$ cat src/rtl/rr_arbiter_4_df.sv
`default_nettype none
// ============================================================================
//  Module      : rr_arbiter_4_df
//  Description : Four-requester round-robin arbiter for one shared resource.
//                A grant is held until its owner drops the request; a
//                one-cycle dead gap separates any two grants, and priority
//                rotates past the last owner. Grant lines are active-low
//                one-hot, with the encoded owner index alongside.
//  Optional    : ARB_TIMEOUT_EN - when defined, a grant is revoked after
//                HOLD_MAX cycles and timeout pulses for one cycle.
//  Ports       : clk         - single clock, rising edge
//                reset       - synchronous active-high reset
//                enable_n    - active-low enable for issuing new grants
//                req[0:3]    - active-high requests, req[i] = requester i
//                gnt_n[0:3]  - registered active-low one-hot grant
//                grant_id    - index of current/last owner
//                grant_valid - high while any gnt_n bit is low
//                timeout     - one-cycle pulse after a timeout revocation
//  Revision    : 1.0 - initial release
// ============================================================================
module rr_arbiter_4_df #(
    parameter int HOLD_MAX = 16,
    parameter int HOLD_W   = 5
) (
    input  logic       clk,
    input  logic       reset,
    input  logic       enable_n,
    input  logic [0:3] req,
    output logic [0:3] gnt_n,
    output logic [1:0] grant_id,
    output logic       grant_valid,
    output logic       timeout
);

    localparam logic [0:0] c_st_idle  = 1'b0;
    localparam logic [0:0] c_st_grant = 1'b1;

    logic [0:0] r_state,   w_state_nxt;
    logic [1:0] r_owner,   w_owner_nxt;
    logic [1:0] r_last_id, w_last_id_nxt;
    logic [0:3] r_gnt_n,   w_gnt_n_nxt;
    logic       r_timeout, w_timeout_nxt;

    logic [1:0] w_pick;
    logic [1:0] w_cand;
    logic       w_any;
    logic       w_owner_req;
    logic       w_timeout_hit;

    assign w_owner_req = req[r_owner];

    // Scan last_id+1 .. last_id+4 (mod 4); the last owner is examined last,
    // which gives it the lowest priority in the next arbitration.
    always_comb begin
        w_pick = 2'b00;
        w_any  = 1'b0;
        w_cand = 2'b00;
        for (int k = 1; k <= 4; k++) begin
            w_cand = r_last_id + 2'(k);
            if (!w_any && req[w_cand]) begin
                w_pick = w_cand;
                w_any  = 1'b1;
            end
        end
    end

`ifdef ARB_TIMEOUT_EN
    localparam logic [HOLD_W-1:0] c_hold_last = HOLD_W'(HOLD_MAX - 1);

    logic [HOLD_W-1:0] r_hold_cnt, w_hold_cnt_nxt;

    // Counter sits at zero in IDLE, so it is already cleared on GRANT entry.
    always_comb begin
        w_hold_cnt_nxt = '0;
        if (r_state == c_st_grant) begin
            w_hold_cnt_nxt = r_hold_cnt + 1'b1;
        end
    end

    always_ff @(posedge clk) begin
        if (reset) begin
            r_hold_cnt <= '0;
        end else begin
            r_hold_cnt <= w_hold_cnt_nxt;
        end
    end

    // A same-edge release wins over timeout, so the owner's request is part
    // of the hit condition.
    assign w_timeout_hit = (r_state == c_st_grant) && (r_hold_cnt == c_hold_last) && w_owner_req;
`else
    assign w_timeout_hit = 1'b0;

    // The hold parameters only size the optional counter; keep a width sanity
    // check so they remain meaningful in this build too.
    if ((1 << HOLD_W) <= HOLD_MAX) begin : g_hold_w_check
        $error("HOLD_W too narrow for HOLD_MAX");
    end
`endif

    always_comb begin
        w_state_nxt   = r_state;
        w_owner_nxt   = r_owner;
        w_last_id_nxt = r_last_id;
        w_gnt_n_nxt   = r_gnt_n;
        w_timeout_nxt = 1'b0;
        case (r_state)
            c_st_idle: begin
                w_gnt_n_nxt = 4'b1111;
                if (!enable_n && w_any) begin
                    w_state_nxt         = c_st_grant;
                    w_owner_nxt         = w_pick;
                    w_last_id_nxt       = w_pick;
                    w_gnt_n_nxt[w_pick] = 1'b0;
                end
            end
            c_st_grant: begin
                // Other requests and enable_n are deliberately ignored here.
                if (!w_owner_req) begin
                    w_state_nxt = c_st_idle;
                    w_gnt_n_nxt = 4'b1111;
                end else if (w_timeout_hit) begin
                    w_state_nxt   = c_st_idle;
                    w_gnt_n_nxt   = 4'b1111;
                    w_timeout_nxt = 1'b1;
                end
            end
            default: begin
                w_state_nxt = c_st_idle;
                w_gnt_n_nxt = 4'b1111;
            end
        endcase
    end

    always_ff @(posedge clk) begin
        if (reset) begin
            r_state   <= c_st_idle;
            r_owner   <= 2'b00;
            r_last_id <= 2'd3;
            r_gnt_n   <= 4'b1111;
            r_timeout <= 1'b0;
        end else begin
            r_state   <= w_state_nxt;
            r_owner   <= w_owner_nxt;
            r_last_id <= w_last_id_nxt;
            r_gnt_n   <= w_gnt_n_nxt;
            r_timeout <= w_timeout_nxt;
        end
    end

    assign gnt_n       = r_gnt_n;
    assign grant_id    = r_owner;
    assign grant_valid = ~&r_gnt_n;
    assign timeout     = r_timeout;

endmodule
`default_nettype wire

$ cat config.mk
export PLATFORM = sky130hd
export DESIGN_NAME = rr_arbiter_4_df
export DESIGN_NICKNAME = d
export VERILOG_FILES = /design/src/rtl/rr_arbiter_4_df.sv
export SDC_FILE = /design/constraint.sdc
export NUM_CORES = 1
export LEC_CHECK = 0
export ABC_AREA = 1
export CORE_MARGIN = 3
export CORE_UTILIZATION = 40
export DETAILED_ROUTE_END_ITERATION = 12
export PLACE_DENSITY = 0.64
export SYNTH_ARGS = -nofsm -noshare
export SYNTH_HDL_FRONTEND = slang
export SYNTH_SLANG_ARGS = --single-unit
$ cat constraint.sdc
create_clock -name clk -period 4.2 [get_ports clk]
set_input_delay 0.84 -clock clk [delete_from_list [all_inputs] [get_ports clk]]
set_output_delay 0.84 -clock clk [all_outputs]
set_load 0.05 [all_outputs]
==> results.sh, run 1 <==
export IMPL_overflow=0
export IMPL_dr_pass1_iters=4
export IMPL_finalHoldViolCount=0
export IMPL_yosysWarnings=0
export IMPL_worstMarginPinSlew_ns=0.510
export IMPL_path_clk_slew_ns=0.07
export IMPL_syn_inst=117
export IMPL_dieWidth_um=49.0
export IMPL_finalCriticalPeriod_ns=2.37
export IMPL_synth_area_um2=739
export IMPL_totalNegativeSetupSlack_ns=0
export IMPL_syn_to_final_growth_pct=22.8
export IMPL_wire_per_inst_um=9.90
export IMPL_max_freq_mhz=421
export IMPL_hold_path_cell_count=2
export IMPL_htree_levels=1
export IMPL_clock_power_share_pct=11.1
export IMPL_finalSetupViolations=0
export IMPL_drc=0
export IMPL_rsz0062_at_grt="false"
export IMPL_start_kind="flip-flop"
export IMPL_io_pins=15
export IMPL_final_layout_size_suffix_gt1_share_pct=29.5
export IMPL_finalCritPeriodShare_pct=56.5
export IMPL_grt_usage_pct=15.3
export IMPL_stdcell_count=156
export IMPL_cts_buffer_depth=2
export IMPL_yosysTopAreaCell="dfxtp_1"
export IMPL_nets=140
export IMPL_die_area_um2=2400
export IMPL_crit_slowest_cell="clkdlybuf4s50_1"
export IMPL_postCtsResizedCells=0
export IMPL_critPathMaxStageDelay_ns=0.84
export IMPL_crit_buf_inv=1
export IMPL_cp_arrival_ns=1.53
export IMPL_layout_common_cells="nand2_1 (40), nand2_2 (20), clkdlybuf4s50_1 (13)"
export IMPL_finClkSkew_ns=0.00361
export IMPL_yosys_area_share_simple_pct=54.7
export IMPL_synthTopCellsByArea="dfxtp_1 (24%), nand2_1 (20%), nand2_2 (17%)"
export IMPL_crit_fanout=6
export IMPL_hpwl_mm=1.28
export IMPL_r2r_setup_slack_ns=2.50
export IMPL_grt_pass1_wl_mm=2.86
export IMPL_synth_mux_area_share_pct=0
export IMPL_synth_top_family_by_area="simple AND/OR/NAND/NOR gates"
export IMPL_p_int_mw=0.280
export IMPL_io_buffers=13
export IMPL_hold_buffers=0
export IMPL_status="finished clean"
export IMPL_slew_headroom_pct=65.9
export IMPL_initial_utilization_pct=45.9
export IMPL_worstPathCellList="clkdlybuf4s50_1"
export IMPL_critical_path_class="flip-flop to primary output"
export IMPL_p_sw_mw=0.337
export IMPL_yosysSeqAreaShare_pct=24.4
export IMPL_synth_top_area_share_pct=24.4
export IMPL_worst_r2r_endpoint="gnt_n[2]"
export IMPL_hold_path_class="flip-flop to flip-flop"
export IMPL_layout_commonest_cell="nand2_1"
export IMPL_cts_root_buffer="clkbuf_4"
export IMPL_synth_compound_gate_area_share_pct=9.14
export IMPL_rows=14
export IMPL_worstHoldStart="grant_id[1]"
export IMPL_holdPathEnd="grant_id[1]"
export IMPL_first_global_vias=674
export IMPL_combinationalPowerShare_pct=66.4
export IMPL_vias_per_cell=4.53
export IMPL_routabilityCongestion=0.879
export IMPL_ff2ff_path_depth=13
export IMPL_cts_setup_buffers=0
export IMPL_place_inst=152
export IMPL_synth_xor_area_share_pct=0
export IMPL_powerDensity_nw_per_um2=679
export IMPL_clock_latency_ns=0.27
export IMPL_routed_wl_mm=1.55
export IMPL_maxCapViolCount=0
export IMPL_synth_adder_area_share_pct=0
export IMPL_cp_end_kind="primary output"
export IMPL_numCtsBuffers=3
export IMPL_die_height_um=49.0
export IMPL_core_area_um2=1610
export IMPL_synth_seq_cells=9
export IMPL_critical_path_top_delay_family="buffers and inverters"
export IMPL_cp_required_ns=3.36
export IMPL_clock_sinks=9
export IMPL_worst_r2r_startpoint="r_last_id[0]"
export IMPL_route_vias_total=706
export IMPL_syn_nets=124
export IMPL_syn_mean_instance_area_um2=6.32
export IMPL_synth_cell_types=20
export IMPL_ant_nets=0
export IMPL_swShare_pct=54.6
export IMPL_cts_tree="built"
export IMPL_antennaDiodeCount=0
export IMPL_p_leak_nw=0.468
export IMPL_antenna_found_initial=0
export IMPL_drtIter0Drc=15
export IMPL_slew_violations=0
export IMPL_seqPwrFrac_pct=22.4
export IMPL_grt_max_degree=10
export IMPL_ir_worst_vdd_v=0.000416
[state kept, by name (all words and copies together) (netlist names)]
register,count
r_state,1
grant_id,2
gnt_n,4
r_last_id,2
[logic make-up (layout without fill, tap and decap cells)]
group | after synthesis | after routing
AOI/OAI and AO/OA | 11 | 11
and+or+nand+nor | 78 | 78
other | 1 | 1
DFF | 9 | 9
buffers and inverters | 18 | 33
[final cells by class]
| cell class | instances | area (µm²) |
|---|---|---|
| Clock buffer | 3 | 22.5 |
| Clock inverter | 1 | 5.00 |
| Fill cell | 167 | 703 |
| Inverter | 16 | 65.1 |
| Multi-Input combinational cell | 90 | 475 |
| Sequential cell | 9 | 180 |
| Tap cell | 24 | 30.0 |
| Timing Repair Buffer | 13 | 130 |
[worst max-delay path by stage]
stage,start,endpoint,slack (ns),cells past startpoint
6_report,grant_id[0],grant_id[0],1.83,1
5_1_grt,grant_id[0],grant_id[0],1.75,1
4_1_cts,grant_id[0],grant_id[0],1.81,1
3_5_place_dp,req[2],gnt_n[3],1.82,12
3_3_place_gp,req[2],gnt_n[3],1.83,12
2_1_floorplan,gnt_n[0],grant_valid,2.12,1
[per-stage QoR]
step | utilization, % | setup WS [ns] | hold WS [ns] | power [mW] | instance area (µm²)
floorplan | - | 2.12 | 0.540 | 0.464 | 739
global placement | 54.7 | 1.83 | 0.531 | 0.548 | 881
detailed placement | 54.7 | 1.82 | 0.507 | 0.551 | 881
CTS | 56.4 | 1.81 | 0.526 | 0.623 | 908
global route | 56.4 | 1.75 | 0.569 | 0.673 | 908
finish | 56.4 | 1.83 | 0.521 | 0.617 | 908
[layer usage]
layer	global-route usage, %	wire length (µm)
met5	0	0
met4	5.69	6
met3	5.50	53
met2	22.4	695
met1	20.2	789
[power by group through the flow]
stage	Clock, mW	Combinational [mW]	Sequential, mW
floorplan	0	0.285	0.179
global placement	0	0.408	0.140
detailed placement	0	0.410	0.140
CTS	0.0722	0.412	0.139
global route	0.0775	0.451	0.144
finish	0.0688	0.410	0.138
[synth_stat cells, drive strengths merged]
master   n
o21ai    5
nor2     6
dfxtp    9
buf      2
inv     16
o211ai   2
nand4    1
nand2   64
nand3    7
conb     1
a21oi    4
(Power assumes the default switching activity.)
==> run 2, diff against run 1 <==
--- a/config.mk
+++ b/config.mk
@@ -9,7 +9,7 @@
 export CORE_MARGIN = 3
 export CORE_UTILIZATION = 40
 export DETAILED_ROUTE_END_ITERATION = 12
-export PLACE_DENSITY = 0.64
+export PLACE_DENSITY = 0.66
 export SYNTH_ARGS = -nofsm -noshare
 export SYNTH_HDL_FRONTEND = slang
 export SYNTH_SLANG_ARGS = --single-unit
==> constraint.sdc (replaced) <==
create_clock -name clk -period 2 [get_ports clk]
set_input_delay 0.4 -clock clk [delete_from_list [all_inputs] [get_ports clk]]
set_output_delay 0.4 -clock clk [all_outputs]
set_load 0.05 [all_outputs]
==> results.sh, run 2 (synthesis results as in run 1) <==
export IMPL_status="finished clean"
export IMPL_critical_path_class="flip-flop to primary output"
export IMPL_cts_root_buffer="clkbuf_4"
export IMPL_cts_setup_buffers=0
export IMPL_finalCriticalPeriod_ns=1.90
export IMPL_cp_required_ns=1.60
export IMPL_worstMarginPinSlew_ns=0.499
export IMPL_grt_usage_pct=15.1
export IMPL_clock_sinks=9
export IMPL_dieWidth_um=49.0
export IMPL_p_leak_nw=0.486
export IMPL_maxCapViolCount=0
export IMPL_fillers=169
export IMPL_htree_levels=1
export IMPL_dp_slack_ns=0.0441
export IMPL_cts_tree="built"
export IMPL_place_area_um2=888
export IMPL_nets=141
export IMPL_finClkSkew_ns=0.00558
export IMPL_postCtsResizedCells=0
export IMPL_slew_headroom_pct=66.6
export IMPL_stdcell_count=157
export IMPL_power_total_mw=1.30
export IMPL_clock_latency_ns=0.27
export IMPL_first_global_vias=620
export IMPL_grt_max_degree=10
export IMPL_finalHoldViolCount=0
export IMPL_place_inst=153
export IMPL_wire_per_inst_um=10.2
export IMPL_powerDensity_nw_per_um2=1420
export IMPL_largest_reg_flops=4
export IMPL_final_layout_size_suffix_gt1_share_pct=29.3
export IMPL_drtIter0Drc=28
export IMPL_path_clk_slew_ns=0.06
export IMPL_slew_violations=0
export IMPL_antenna_found_initial=0
export IMPL_core_area_um2=1610
export IMPL_numCtsBuffers=3
export IMPL_hold_path_class="flip-flop to flip-flop"
export IMPL_fin_ws_ns=0.103
export IMPL_vias_per_cell=4.59
export IMPL_hold_buffers=0
export IMPL_io_buffers=13
export IMPL_final_area_um2=917
export IMPL_crit_fanout=3
export IMPL_finalCritPeriodShare_pct=94.8
export IMPL_io_pins=15
export IMPL_layout_commonest_cell="nand2_1"
export IMPL_syn_to_final_growth_pct=24.0
export IMPL_cts_buffer_depth=2
export IMPL_utilization_pct=56.9
export IMPL_cp_end_kind="primary output"
export IMPL_initial_utilization_pct=45.9
export IMPL_max_freq_mhz=527
export IMPL_rsz0062_at_grt="false"
export IMPL_die_area_um2=2400
export IMPL_routabilityCongestion=0.859
export IMPL_grt_pass1_wl_mm=2.85
export IMPL_drc=0
export IMPL_hpwl_mm=1.29
export IMPL_layout_common_cells="nand2_1 (40), nand2_2 (20), clkdlybuf4s50_1 (12)"
export IMPL_overflow=0
export IMPL_die_height_um=49.0
export IMPL_whs_ns=0.521
export IMPL_rows=14
export IMPL_cp_arrival_ns=1.50
export IMPL_start_kind="flip-flop"
export IMPL_antennaDiodeCount=0
export IMPL_routed_wl_mm=1.60
export IMPL_ant_nets=0
export IMPL_totalNegativeSetupSlack_ns=0
export IMPL_finalSetupViolations=0
export IMPL_dr_pass1_iters=4
export IMPL_route_vias_total=721
export IMPL_ir_worst_vdd_v=0.000827
[run 2: path summary, 6_finish.rpt]
| kind | from | end | slack, ns | cells after the start |
|---|---|---|---|---|
| setup / recovery | gnt_n[2] | grant_valid | 0.10 | 2 |
| hold / removal | grant_id[1] | grant_id[1] | 0.52 | 2 |
| setup reg to reg | r_last_id[0] | gnt_n[1] | 0.31 | 13 |
| hold reg to reg | grant_id[1] | grant_id[1] | 0.52 | 2 |
[run 2: routing by layer]
| metal | vias to the layer above | share of wire [%] | GRT usage (%) |
|---|---|---|---|
| met3 | 2 | 4.6 | 5.81 |
| met4 | 0 | 1.1 | 4.27 |
| met5 | - | 0 | 0 |
| li1 | 388 | - | - |
| met1 | 316 | 51 | 19.9 |
| met2 | 15 | 43 | 22.6 |
[run 2: power breakdown]
part	switching [mW]	internal [mW]	leakage [nW]
Sequential	0.0677	0.227	0.0741
Clock	0.0708	0.0773	0.0150
Combinational	0.568	0.291	0.397
[run 2: area by class of cell]
class                           instances  area [µm²]  area share, %
Clock buffer                            4        26.3           2.86
Inverter                               16        65.1           7.09
Multi-Input combinational cell         90         475           51.8
Sequential cell                         9         180           19.6
Tap cell                               24        30.0           3.27
Timing Repair Buffer                   14         140           15.3
[run 2: critical path, stage by stage, from the launching register on]
cell and delay, ns:
dfxtp_1 0.33, nand4_1 0.09, clkdlybuf4s50_1 0.80
==> run 3, diff against run 2 <==
--- a/config.mk
+++ b/config.mk
@@ -8,8 +8,10 @@
 export ABC_AREA = 1
 export CORE_MARGIN = 3
 export CORE_UTILIZATION = 40
+export CTS_CLUSTER_SIZE = 14
 export DETAILED_ROUTE_END_ITERATION = 12
 export PLACE_DENSITY = 0.66
+export SLEW_MARGIN = 25
 export SYNTH_ARGS = -nofsm -noshare
 export SYNTH_HDL_FRONTEND = slang
 export SYNTH_SLANG_ARGS = --single-unit
==> results of run 3 <==
Same layout as run 2: the final DEF is identical, and so are final timing and power.
==> edit 1 (config.mk and constraints of run 2) <==
Add a define of `ARB_TIMEOUT_EN`.
--- a/src/rtl/rr_arbiter_4_df.sv
+++ b/src/rtl/rr_arbiter_4_df.sv
@@ -18,6 +18,8 @@
 //                timeout     - one-cycle pulse after a timeout revocation
 //  Revision    : 1.0 - initial release
 // ============================================================================
+`define ARB_TIMEOUT_EN
+
 module rr_arbiter_4_df #(
     parameter int HOLD_MAX = 16,
     parameter int HOLD_W   = 5
Formal check against the unedited RTL: no difference found for any inputs over 10 cycles, from zero or initial values and one cycle with reset high; that may be too few to reach the edited logic, so the function may still have changed.
==> edit 1 against run 2 <==
Routed wire length increased by 11%. Power decreased by 19%. Area after synthesis increased by 22%. Utilization decreased by 2.7 points. Via count increased by 13%. Final area increased by 21%. Clock skew decreased by 0.0019 ns. Fmax decreased by 0.58%. Combinational power decreased by 40%. Largest power group unchanged. Worst setup slack got worse by 0.011 ns. Die area increased by 19%. Sequential cell count increased by 6.
==> edit 1: results (changes against run 2) <==
worst_setup_path:
  rr_startpoint: "r_last_id[0]$_SDFFE_PP1P_"
  crit_fanout: 3  # unchanged
  reg2reg_slack_ns: 0.32
  cpLargestDelayFamily: "buffers and inverters"
  cp_slowest_stage_delay_ns: 0.81
  reg2reg_depth: 9  # -4
  endpoint: "grant_valid"
  slowest_stage: "clkdlybuf4s50_1"
  worstPathArrival_ns: 1.51
  r2r-end: "gnt_n[0]$_SDFFE_PP1P_"
  crit_start: "gnt_n[1]$_SDFFE_PP1P_"
place:
  gp_congestion: 0.886  # +3.1%
  port_buffers: 14  # +1
  hpwl_um: 1410  # +9.5%
  dp.cells: 165  # +7.8%
global_routing:
  first_global_vias: 771  # +24%
  antenna_found_initial: 0  # unchanged
  grt_first_pass_wirelength_um: 3250  # +14%
  grt_max_degree: 11  # +1
  grtUsageTotal_pct: 15.4  # +0.34 points
yosys:
  synth_area_per_cell_um2: 7.31  # +16%
  synth-async-reset-ratio_pct: 0  # unchanged
  ys_top_cells_by_count: "nand2_1 (32), dfxtp_1 (15), inv_1 (10), nand2_2 (10)"
  synthDistinctLibCells: 23  # +15%
  ys_seq_area_share_pct: 33.4  # +9.0 points
  synth_warnings: 0  # unchanged
  synthTopCellsByArea: "dfxtp_1 (33%), nand2_1 (13%), nand2_2 (7.0%), nand2_4 (6.3%), a21oi_1 (5.0%)"
  syn_nets: 132  # +6.5%
run:
  maxCapViolations: 0  # unchanged
clock_network:
  clock_latency_ns: 0.28
  clock_path_buffers: 2  # unchanged
  htreeDepth: 1  # unchanged
  clk_pin_slew_ns: 0.08  # +0.02 ns
  root_buffer: "clkbuf_4"
  numCtsBuffers: 3  # unchanged
  cts_setup_buffers: 0  # unchanged
  cts_resized: 0  # unchanged
cells_and_area:
  largest_reg_flops: 5  # +1
  layout-drive-gt1-share_pct: 20.4  # -8.9 points
  finalNetCount: 152  # +7.8%
  diodes: 0  # unchanged
  top_register: "r_hold_cnt"
outcome:
  outcome: "complete, no violations"
sta:
  finalMaxSlewViolations: 0  # unchanged
  tns_ns: 0  # unchanged
  finalSetupViolations: 0  # unchanged
  maxSlewHeadroom_pct: 66.2  # -0.41 points
  fin_hold_ws_ns: 0.458  # -0.0626 ns
  skew_ns: 0.00367  # -0.00192 ns
route:
  drtIter0Drc: 14  # -50%
  drt-total-wl_um: 1770  # +11%
  first_pass_iters: 3  # -1
  route.vias.total: 815  # +13%
  ant_nets: 0  # unchanged
  avgViaCountPerCell: 4.82  # +5.0%
power:
  leakage_nw: 0.508  # +4.7%
  peakVddDrop_mv: 0.806  # -2.5%
min_path:
  hold_path_startpoint: "r_hold_cnt[0]$_SDFF_PP0_"
  holdPathEnd: "r_hold_cnt[0]$_SDFF_PP0_"
  hold-path-cell-count: 1  # -1
edit 1: changes by cell type in the layout (fill, tap and decap cells not counted), sizes merged, moves of 2 or more:
cell | before | now
a21oi | 4 | 9
dfxtp | 9 | 15
ha | 0 | 2
inv | 16 | 13
nand2 | 64 | 47
nand3 | 7 | 12
nand4 | 1 | 4
nor2 | 6 | 10
o21ai | 5 | 1
o21bai | 0 | 4
edit 1: cell type report:
cell class | count | area (um^2)
fillers | 220 | 936
multi-input cells | 94 | 532
flip-flops and latches | 15 | 300
repair buffers | 16 | 158
inverters | 13 | 56.3
well taps | 27 | 33.8
clock buffers | 4 | 26.3
edit 1: metal layers:
metal | global-route usage, % | routed length (um)
met4 | 1.28 | 0
met1 | 21.0 | 898
met5 | 0 | 0
met3 | 6.48 | 108
met2 | 23.3 | 761
edit 1: logic make-up after synthesis:
logic type                 count (synthesis)  share of synthesized area [%]
AOI/OAI and AO/OA                         17                           11.8
adders and majority gates                  2                           2.78
buffers and inverters                     14                           7.51
DFF                                       15                           33.4
and+or+nand+nor                           75                           44.5
edit 1: power breakdown:
part | leakage, nW | internal (W) | switching [W] | total, W
combinational | 0.371 | 0.000181 | 0.000337 | 0.000518
sequential | 0.123 | 0.000331 | 0.0000423 | 0.000373
clock | 0.0150 | 0.0000773 | 0.0000898 | 0.000167
total | 0.508 | 0.000589 | 0.000469 | 0.00106
edit 1: metrics by stage:
step | cell area (um^2) | worst slack (ns)
floorplan | 900 | 0.363
finish | 1110 | 0.0923
global route | 1110 | 0.0126
global placement | 1080 | 0.0516
CTS | 1100 | 0.0718
detailed placement | 1080 | 0.0585
edit 1: worst reg2reg max path: cells and delay by family, from the launching register on:
kind / cells / cell delay, ns
compound gates: 1 / 0.14
buf+inv: 1 / 0.09
flops: 1 / 0.60
simple gates: 7 / 0.75
==> edit 2 (flow settings as in run 2) <==
Without the edit above. The output `timeout` loses its register stage (`r_timeout` becomes a continuous assignment).
--- a/src/rtl/rr_arbiter_4_df.sv
+++ b/src/rtl/rr_arbiter_4_df.sv
@@ -138,15 +138,15 @@
             r_owner   <= 2'b00;
             r_last_id <= 2'd3;
             r_gnt_n   <= 4'b1111;
-            r_timeout <= 1'b0;
         end else begin
             r_state   <= w_state_nxt;
             r_owner   <= w_owner_nxt;
             r_last_id <= w_last_id_nxt;
             r_gnt_n   <= w_gnt_n_nxt;
-            r_timeout <= w_timeout_nxt;
         end
     end
+
+    assign r_timeout = w_timeout_nxt;
 
     assign gnt_n       = r_gnt_n;
     assign grant_id    = r_owner;
Formal check against the unedited RTL: equivalent (equiv_simple and equiv_induct, registers matched by name and starting in step).
==> edit 2 against run 2 <==
Count of clock-buffer cells in the layout did not move. Final area is 2.5% higher. Worst setup slack lost 0.011 ns. Critical path type unchanged. Worst hold slack got worse by 0.0078 ns. Sequential cell count did not move. Power increased by 2.6%. Area after synthesis increased by 3.2%. Global-route usage is 1.1 points lower. Routed wire length down 3.3%.
==> edit 2: results (changes against run 2) <==
outcome:
  outcome: "complete, no violations"
route:
  route.met3.wl_um: 25  # -66%
  drtIter0Drc: 11  # -61%
  drt-total-wl_um: 1540  # -3.3%
  route.vias.total: 705  # -2.2%
  first_pass_iters: 3  # -1
  wl_met1_um: 812  # -0.37%
  wl_met2_um: 669  # -2.6%
worst_setup_path:
  endpoint: "grant_id[0]"
  crit_start: "grant_id[0]$_SDFFE_PP0P_"
  reg2reg_depth: 11  # -2
  cp_slowest_stage_delay_ns: 0.84  # +0.04 ns
  crit_fanout: 6  # +3
  cpLargestDelayFamily: "buffers and inverters"
sta:
  worst_slew_pin_slew_ns: 0.499  # -0.000349 ns
  fmax_ghz: 0.524  # -0.56%
  skew_ns: 0.00487  # -0.000716 ns
yosys:
  synthDistinctLibCells: 22  # +10%
  ys_seq_area_share_pct: 23.6  # -0.76 points
  ys_top_cells_by_count: "nand2_1 (40), nand2_2 (18), inv_1 (10), dfxtp_1 (9), nand3_1 (7)"
  synth_compound_area_share_pct: 8.85  # -0.28 points
  synthTopCellsByArea: "dfxtp_1 (24%), nand2_1 (20%), nand2_2 (15%), nand2_4 (8.9%), inv_1 (4.9%)"
  synth-async-reset-ratio_pct: 0  # unchanged
  synth-adder-area-share_pct: 0  # unchanged
global_routing:
  first_global_vias: 633  # +2.1%
  grt_max_degree: 10  # unchanged
  grt_first_pass_wirelength_um: 2640  # -7.5%
  grtUsageTotal_pct: 14.0  # -1.1 points
cells_and_area:
  layout-drive-gt1-share_pct: 30.1  # +0.75 points
  fill_cells: 181  # +7.1%
  finalNetCount: 141  # unchanged
  instances_no_fill: 158  # +0.64%
  diodes: 0  # unchanged
power:
  peakVddDrop_mv: 0.677  # -18%
  leakage_nw: 0.487  # +0.19%
clock_network:
  numCtsBuffers: 3  # unchanged
  root_buffer: "clkbuf_4"
  clock_path_buffers: 2  # unchanged
  clock_latency_ns: 0.26
place:
  place_area_um2: 913  # +2.8%
  hpwl_um: 1250  # -3.0%
  post-place-ws_ns: 0.00816  # -0.0360 ns
  gp_congestion: 0.864  # +0.51%
  port_buffers: 13  # unchanged
  dp.cells: 154  # +0.65%
run:
  maxCapViolations: 0  # unchanged
## edit 2: cell count changes in the layout (fill, tap and decap cells not counted), sizes merged
cell           change
dlymetal6s2s       -1
clkdlybuf4s50      +1
## edit 2: area by class of cell
type	count	area, um^2	share of cell area, %
clock buffer	4	26.3	2.80
inverter	16	70.1	7.46
multi-input combinational	90	494	52.6
sequential	9	180	19.2
tap	25	31.3	3.33
timing repair buffer	14	138	14.6
## edit 2: routing by layer
layer / vias to the layer above / track usage [%]
met1: 301 / 17.9
met5: - / 0
li1: 390 / -
met3: 5 / 2.72
met2: 9 / 22.2
met4: 0 / 6.91
## edit 2: worst min path at each step
stage / from / end / slack, ns / cells after the start
CTS: grant_id[1]$_SDFFE_PP0P_ / grant_id[1]$_SDFFE_PP0P_ / 0.52 / 2
global placement: grant_id[1]$_SDFFE_PP0P_ / grant_id[1]$_SDFFE_PP0P_ / 0.52 / 2
finish: grant_id[1]$_SDFFE_PP0P_ / grant_id[1]$_SDFFE_PP0P_ / 0.51 / 2
detailed placement: grant_id[1]$_SDFFE_PP0P_ / grant_id[1]$_SDFFE_PP0P_ / 0.50 / 2
floorplan: reset / grant_id[0]$_SDFFE_PP0P_ / 0.46 / 1
global route: grant_id[1]$_SDFFE_PP0P_ / grant_id[1]$_SDFFE_PP0P_ / 0.53 / 2
## edit 2: cells by family (layout without fill, tap and decap cells)
| logic type | count (synthesis) | count (layout) |
|---|---|---|
| buffers and inverters | 18 | 34 |
| other | 1 | 1 |
| AND/OR/NAND/NOR | 78 | 78 |
| AO/OA/AOI/OAI | 11 | 11 |
| flip-flops | 9 | 9 |
## edit 2: power by group
part	switching, W	internal, W
Sequential	0.0000634	0.000227
Combinational	0.000599	0.000306
Clock	0.0000642	0.0000769
